--- config.mk ---
export PLATFORM = sky130hd
export DESIGN_NAME = hazard_ctrl
export DESIGN_NICKNAME = d
export VERILOG_FILES = /design/src/rtl/hazard_pkg.sv /design/src/rtl/md_scoreboard.sv /design/src/rtl/hazard_ctrl.sv
export SDC_FILE = /design/constraint.sdc
export NUM_CORES = 1
export LEC_CHECK = 0
export ABC_CLOCK_PERIOD_IN_PS = 2700
export BUFFER_PORTS_ARGS = -buffer_cell sky130_fd_sc_hd__buf_2
export CAP_MARGIN = 20
export CORE_MARGIN = 10
export CORE_UTILIZATION = 44
export DETAILED_ROUTE_END_ITERATION = 10
export PLACE_DENSITY = 0.8
export SYNTH_ARGS = -nofsm -noshare
export SYNTH_HDL_FRONTEND = slang
export SYNTH_HIERARCHICAL = 1
export SYNTH_SLANG_ARGS = --single-unit
--- constraint.sdc ---
create_clock -name clk -period 2.7 [get_ports clk]
set_clock_uncertainty 0.2 [all_clocks]
set_input_delay 0.54 -clock clk [delete_from_list [all_inputs] [get_ports clk]]
set_output_delay 0.54 -clock clk [all_outputs]
set_load 0.05 [all_outputs]
--- src/rtl/hazard_pkg.sv ---
// Shared encodings for the hazard controller and the E-stage operand bypass muxes.
package hazard_pkg;

    typedef enum logic [1:0] {
        FORWARD_N = 2'b00,
        FORWARD_W = 2'b01,
        FORWARD_M = 2'b10
    } forward_e;

endpackage

--- src/rtl/md_scoreboard.sv ---
// Tracks the single in-flight MUL/DIV op: latency countdown, pending destination, commit pulse.
module md_scoreboard
    import hazard_pkg::*;
#(
    parameter int unsigned REG_SIZE   = 5,
    parameter int unsigned MD_LATENCY = 4
) (
    input  logic                clk,
    input  logic                reset,
    input  logic                i_start,
    input  logic [REG_SIZE-1:0] i_dest,
    output logic                o_busy,
    output logic                o_commit,
    output logic [REG_SIZE-1:0] o_reg
);

    localparam int unsigned CW = $clog2(MD_LATENCY + 1);

    logic                r_busy;
    logic [CW-1:0]       r_cnt;
    logic [REG_SIZE-1:0] r_reg;
    logic                w_commit;

    assign w_commit = r_busy && (r_cnt == CW'(1));

    // A start while busy is dropped: only one unit, and its result port is already claimed.
    always_ff @(posedge clk or posedge reset) begin
        if (reset) begin
            r_busy <= 1'b0;
            r_cnt  <= '0;
            r_reg  <= '0;
        end else if (r_busy) begin
            r_cnt <= r_cnt - CW'(1);
            if (w_commit) begin
                r_busy <= 1'b0;
                r_reg  <= '0;
            end
        end else if (i_start) begin
            r_busy <= 1'b1;
            r_cnt  <= CW'(MD_LATENCY);
            r_reg  <= i_dest;
        end
    end

    assign o_busy   = r_busy;
    assign o_commit = w_commit;
    assign o_reg    = r_reg;

endmodule

--- src/rtl/hazard_ctrl.sv ---
// 5-stage pipeline hazard control: E-stage bypass selects, load-use / MUL-DIV stalls, branch flush.
module hazard_ctrl
    import hazard_pkg::*;
#(
    parameter int unsigned REG_SIZE   = 5,
    parameter int unsigned NUM_RPORTS = 2,
    parameter int unsigned MD_LATENCY = 4
) (
    input  logic                           clk,
    input  logic                           reset,
    input  logic [NUM_RPORTS*REG_SIZE-1:0] raddrD,
    input  logic [REG_SIZE-1:0]            writeRegD,
    input  logic                           regWriteD,
    input  logic                           mdD,
    input  logic [NUM_RPORTS*REG_SIZE-1:0] raddrE,
    input  logic [REG_SIZE-1:0]            writeRegE,
    input  logic                           regWriteE,
    input  logic                           memToRegE,
    input  logic                           pcSrcE,
    input  logic                           mdStartE,
    input  logic [REG_SIZE-1:0]            writeRegM,
    input  logic [REG_SIZE-1:0]            writeRegW,
    input  logic                           regWriteM,
    input  logic                           regWriteW,
    output logic [2*NUM_RPORTS-1:0]        forward,
    output logic                           stallF,
    output logic                           stallD,
    output logic                           flushD,
    output logic                           flushE,
    output logic                           mdBusy,
    output logic                           mdCommit,
    output logic [REG_SIZE-1:0]            mdReg
);

    logic [NUM_RPORTS-1:0] w_lw_hit;
    logic [NUM_RPORTS-1:0] w_md_raw;
    logic                  w_lw_stall;
    logic                  w_md_stall;
    logic                  w_stall;

    md_scoreboard #(
        .REG_SIZE   (REG_SIZE),
        .MD_LATENCY (MD_LATENCY)
    ) u_md_scoreboard (
        .clk      (clk),
        .reset    (reset),
        .i_start  (mdStartE),
        .i_dest   (writeRegE),
        .o_busy   (mdBusy),
        .o_commit (mdCommit),
        .o_reg    (mdReg)
    );

    for (genvar p = 0; p < NUM_RPORTS; p++) begin : g_port
        logic [REG_SIZE-1:0] w_ra_e;
        logic [REG_SIZE-1:0] w_ra_d;
        forward_e            w_sel;

        assign w_ra_e = raddrE[p*REG_SIZE +: REG_SIZE];
        assign w_ra_d = raddrD[p*REG_SIZE +: REG_SIZE];

        // r0 is hardwired zero, so it is never bypassed; M is the younger value and wins.
        always_comb begin
            w_sel = FORWARD_N;
            if (w_ra_e != '0 && w_ra_e == writeRegM && regWriteM) begin
                w_sel = FORWARD_M;
            end else if (w_ra_e != '0 && w_ra_e == writeRegW && regWriteW) begin
                w_sel = FORWARD_W;
            end
        end

        assign forward[2*p +: 2] = w_sel;
        assign w_lw_hit[p]       = (w_ra_d == writeRegE);
        assign w_md_raw[p]       = (w_ra_d == mdReg);
    end

    assign w_lw_stall = memToRegE && regWriteE && (writeRegE != '0) && (|w_lw_hit);

    // Pending reg stays blocked through the commit cycle; the regfile is written at that edge.
    assign w_md_stall = mdBusy && (mdD || ((mdReg != '0) &&
                        ((|w_md_raw) || (regWriteD && writeRegD == mdReg))));

    assign w_stall = w_lw_stall || w_md_stall;

    always_comb begin
        stallF = 1'b0;
        stallD = 1'b0;
        flushD = 1'b0;
        flushE = 1'b0;
        if (pcSrcE) begin
            flushD = 1'b1;
            flushE = 1'b1;
        end else if (w_stall) begin
            stallF = 1'b1;
            stallD = 1'b1;
            flushE = 1'b1;
        end
    end

endmodule

# After elaboration in Yosys (flattened, before gate mapping)
# Cells that the tools add are included.
# totals
ff_bits	9
input_bits	50
# classes
add_sub_neg	1
eq_ne	11
mux	16
reduce_logical	26
# op_table
op	n
equality test 5 bit	9
nonzero test 5 bit	4
logical AND 1 bit	15
two-way mux 5 bit	3
two-way mux 1 bit	9
two-way mux 3 bit	2
two-way mux 2 bit	2
OR reduction 2 bit	2
equality test 3 x 1 -> 1 bit, second input constant	1
logical OR 1 bit	3
subtractor 3 x 1 -> 3 bit, second input constant	1
!= test 2 bit, second input constant	1
AND reduction 2 bit	1
nonzero test 2 bit	1

# Logic depth before layout (Yosys ltp)
# logic_depth
word_depth	9
mapped_depth	6
ltp_nobuf	5

# By module
# Netlist, hierarchy kept.
# modules_own_cells
module	instances	cells_per_inst	area_per_inst_um2	seq_area_each_um2
hazard_ctrl	1	80	649.4	0.0
md_scoreboard	1	44	478.0	225.2

# Worst setup path after synthesis
# Ideal clock, no wire load.
# synth_timing
path_type	flip-flop to output port
startpoint	reg u_md_scoreboard.r_reg[3] (netlist: u_md_scoreboard/o_reg[3])
endpoint	out stallF
arrival_time_ns	2.515
slack_ns	-0.555
stages_incl_launch_ff	7
n_path_buf	1
path_cell_list	dfrtp_1 xor2_1 nor4_1 a31o_2 o21ai_1 a21oi_1 buf_4
# synth_via
elab_chain_len	9
elab_cells_between_ends	13
classes_between	eq/ne (3); mux (2); reduce/logical (8)
# synth_lines
item	line_no	rtl
start, declared	md_scoreboard.sv:21	logic [REG_SIZE-1:0] r_reg;
start signal, assigned	md_scoreboard.sv:41	r_reg <= i_dest;
equality test 5 bit (on tied branches)	hazard_ctrl.sv:74, hazard_ctrl.sv:81	
OR reduction 2 bit / logical AND 1 bit (equally long branches)	hazard_ctrl.sv:81	((|w_md_raw) || (regWriteD && writeRegD == mdReg))));
logical OR 1 bit	hazard_ctrl.sv:81	
logical AND 1 bit *	hazard_ctrl.sv:80	assign w_md_stall = mdBusy && (mdD || ((mdReg != '0) &&
logical OR 1 bit *	hazard_ctrl.sv:80	
logical AND 1 bit *	hazard_ctrl.sv:80	
logical OR 1 bit *	hazard_ctrl.sv:83	assign w_stall = w_lw_stall || w_md_stall;
two-way mux 1 bit * (2 in series)	--	
end, declared	hazard_ctrl.sv:26	output logic stallF,
# Every way passes the cells marked *; elsewhere a longest branch is shown, timed or not.

# Worst setup path in the final report
# layout_timing
startpoint	in raddrE[1]
endpoint	out forward[0]
# layout_via
elab_chain_len	5
elab_cells_between_ends	9
classes_between	eq/ne (2); mux (2); reduce/logical (5)
# layout_lines
item	line_no	rtl
start, declared	hazard_ctrl.sv:15	input logic [NUM_RPORTS*REG_SIZE-1:0] raddrE,
equality test 5 bit / nonzero test 5 bit (equally long branches)	hazard_ctrl.sv:67, hazard_ctrl.sv:65	
logical AND 1 bit (2 in series)	hazard_ctrl.sv:67	end else if (w_ra_e != '0 && w_ra_e == writeRegW && regWriteW) begin
two-way mux 1 bit	hazard_ctrl.sv:67	
two-way mux 2 bit *	hazard_ctrl.sv:65	if (w_ra_e != '0 && w_ra_e == writeRegM && regWriteM) begin
end, declared	hazard_ctrl.sv:25	output logic [2*NUM_RPORTS-1:0] forward,
# Marked as above.

==> flow_summary.toml <==
[power_and_ir_drop]
p_switching_uw = 586.5
p_int_uw = 602.6
switching_share_pct = 49.32
pwr-share-comb_pct = 69.0
pwr-share-seq_pct = 21.8
p_clk_share_pct = 9.1
p_leak_uw = 0.0007084
powerDensity_nw_per_um2 = 728.8
ir_drop_uv = 769.9
power_uw = 1189

[placement]
place_congestion = 0.8597
place_hpwl_um = 3075
port_buffers = 64

[run]
max_cap_viol_count = 0

[critical_path]
crit_fanout = 3
cp-end-kind = "primary output"
start_kind = "input pin"
critPathRequiredTime_ps = 1960
arrival_ps = 1890
path_class = "input pin to primary output"

[clock_network]
clk_path_buf_depth = 2
h-tree-depth = 1
cts.sinks = 9
cts_root_buf = "clkbuf_4"
clkSlewWorstSetupHoldPaths_ps = 70
cts-hold-fix-buffers = 0
cts_tree = "built"
clk-insertion-delay-late_ps = 260
cts_buffers = 3

[outcome]
status = "complete, no violations"

[yosys]
ys_async_sr_fraction_pct = 100.0
ys_types = 33
yosysWarnings = 6
synth-main-ff-cell = "dfrtp_1"
ys_seq_area_share_pct = 19.98
synth_edf_count = 0
avgSynthCellArea_um2 = 9.091
syn_inst = 124
syn_area_um2 = 1127
synthesis.nets = 176
ys_ff_latch = 9

[timing]
finalSetupViolCount = 0
fin_crit_sh_pct = 97.32
holdWs_ps = 17.11
period_needed_ps = 2628
drv_slew = 0
tightest_slew_ps = 389.1
relSlewSlack_pct = 74.04
fmax_ghz = 0.3806
hold_viol = 0

[routing]
ant_nets = 0
drc_errors = 0
drtIter0Drc = 40
vias = 1178
drt-total-wl_um = 3635
vias_per_cell = 5.167
drt-pass1-iter-count = 4
wl_per_cell_um = 15.94

[floorplan]
core-area_um2 = 2455
fp.dieW_um = 70.62
rows = 18
io_pins = 65
die_h_um = 70.62
fp.dieArea_um2 = 4986
start_util_pct = 45.92

[layout]
n_antenna_cell = 0
largest_register_ffs = 5
layout_common_cells = "buf_2, xnor2_1, nand2_1, buf_4, xor2_1"
area_growth_pct = 44.73
final_common_cell = "buf_2"
fin_nets = 251
drive_gt1_share_pct = 48.48

[global_routing]
grt_pass1_vias = 1276
grt_pass1_wl_um = 5878
grt_max_degree = 22
grt_usage_pct = 13.69
antenna_found_initial = 0
overflow = 0

[min_path]
hp-class = "input pin to asynchronous set/reset pin"
Yosys cell counts (2+ instances only):
library cell | instances | area (um^2)
nand4_1 | 4 | 25.02
nor4_2 | 4 | 50.05
xor2_1 | 8 | 70.07
nand3b_1 | 3 | 22.52
nand3_1 | 4 | 20.02
or4_4 | 2 | 22.52
o22ai_1 | 5 | 31.28
xnor2_1 | 38 | 332.8
or3b_1 | 2 | 17.52
inv_1 | 3 | 11.26
mux2i_1 | 3 | 30.03
buf_4 | 3 | 22.52
dfrtp_1 | 9 | 225.2
a21oi_1 | 3 | 15.01
or4_1 | 2 | 15.01
buf_6 | 2 | 22.52
ha_1 | 2 | 25.02
nand2_1 | 11 | 41.29
nor2_4 | 2 | 22.52
cell families after synthesis:
group,Yosys count,share of synthesized area (%)
XOR/XNOR,46,35.74
flip-flops,9,19.98
buffers and inverters,8,4.994
adder cells (fa/ha/maj),2,2.219
AND/OR/NAND/NOR,40,24.08
multiplexers,4,3.663
AO/OA/AOI/OAI,15,9.323
critical path: stages:
cell    delay [ps]
buf_2          120
or4_4          540
nor2_4         130
nor4_4          50
nor4_4         200
buf_2          300
through the flow:
stage	TNS, ps	instances	setup WS [ps]	util (%)	cell area [um^2]
after floorplan	-37.24	124	-35.07	-	1179
after global placement	0	218	90.86	62.28	1529
after detailed placement	0	218	63.47	62.28	1529
after CTS	0	222	28.15	63.51	1559
after global routing	-19.24	228	-10.50	66.46	1632
final	0	228	72.41	66.46	1632
power groups by stage:
stage          combinational (uW)  clock [uW]  sequential [uW]
2_1_floorplan                 450           0              375
3_3_place_gp                  715           0              266
3_5_place_dp                  735           0              273
4_1_cts                       743         109              271
5_1_grt                       888         119              267
6_report                      821         109              259
layout make-up:
| class | count | area, um^2 |
|---|---|---|
| clock buffers | 4 | 26.28 |
| fillers | 205 | 823.3 |
| inverters | 3 | 11.26 |
| multi-input cells | 107 | 903.4 |
| flip-flops and latches | 9 | 231.5 |
| well taps | 30 | 37.54 |
| repair buffers | 75 | 421.7 |
path summary, 6_finish.rpt:
| kind | from | end | slack [ps] | cells after the start |
|---|---|---|---|---|
| max | raddrE[1] | forward[0] | 70 | 6 |
| min | reset | u_md_scoreboard/o_reg[1] | 20 | 2 |
| max reg2reg | u_md_scoreboard/o_busy | u_md_scoreboard/o_reg[3] | 1360 | 3 |
| min reg2reg | u_md_scoreboard/r_cnt[1] | u_md_scoreboard/r_cnt[1] | 370 | 2 |
| max in group asynchronous | reset | u_md_scoreboard/o_reg[3] | 2020 | 2 |
| min in group clk | u_md_scoreboard/r_cnt[1] | u_md_scoreboard/r_cnt[1] | 370 | 2 |
routing by layer:
| layer | track usage, % | routed length, um | share of wire [%] | vias to the layer above |
|---|---|---|---|---|
| met5 | 0 | 0 | 0 | - |
| met1 | 17.16 | 1644 | 45 | 533 |
| li1 | - | - | - | 586 |
| met2 | 22.16 | 1652 | 45 | 55 |
| met3 | 4.045 | 300 | 8.3 | 4 |
| met4 | 3.871 | 38 | 1.0 | 0 |
timing repair:
item / 4_1_cts / 5_1_grt
resized for setup: 1 / 11
setup endpoints to repair: 3 / 3
setup buffers: 0 / 6
pin swaps: 0 / 3
(Power assumes the default switching activity.)
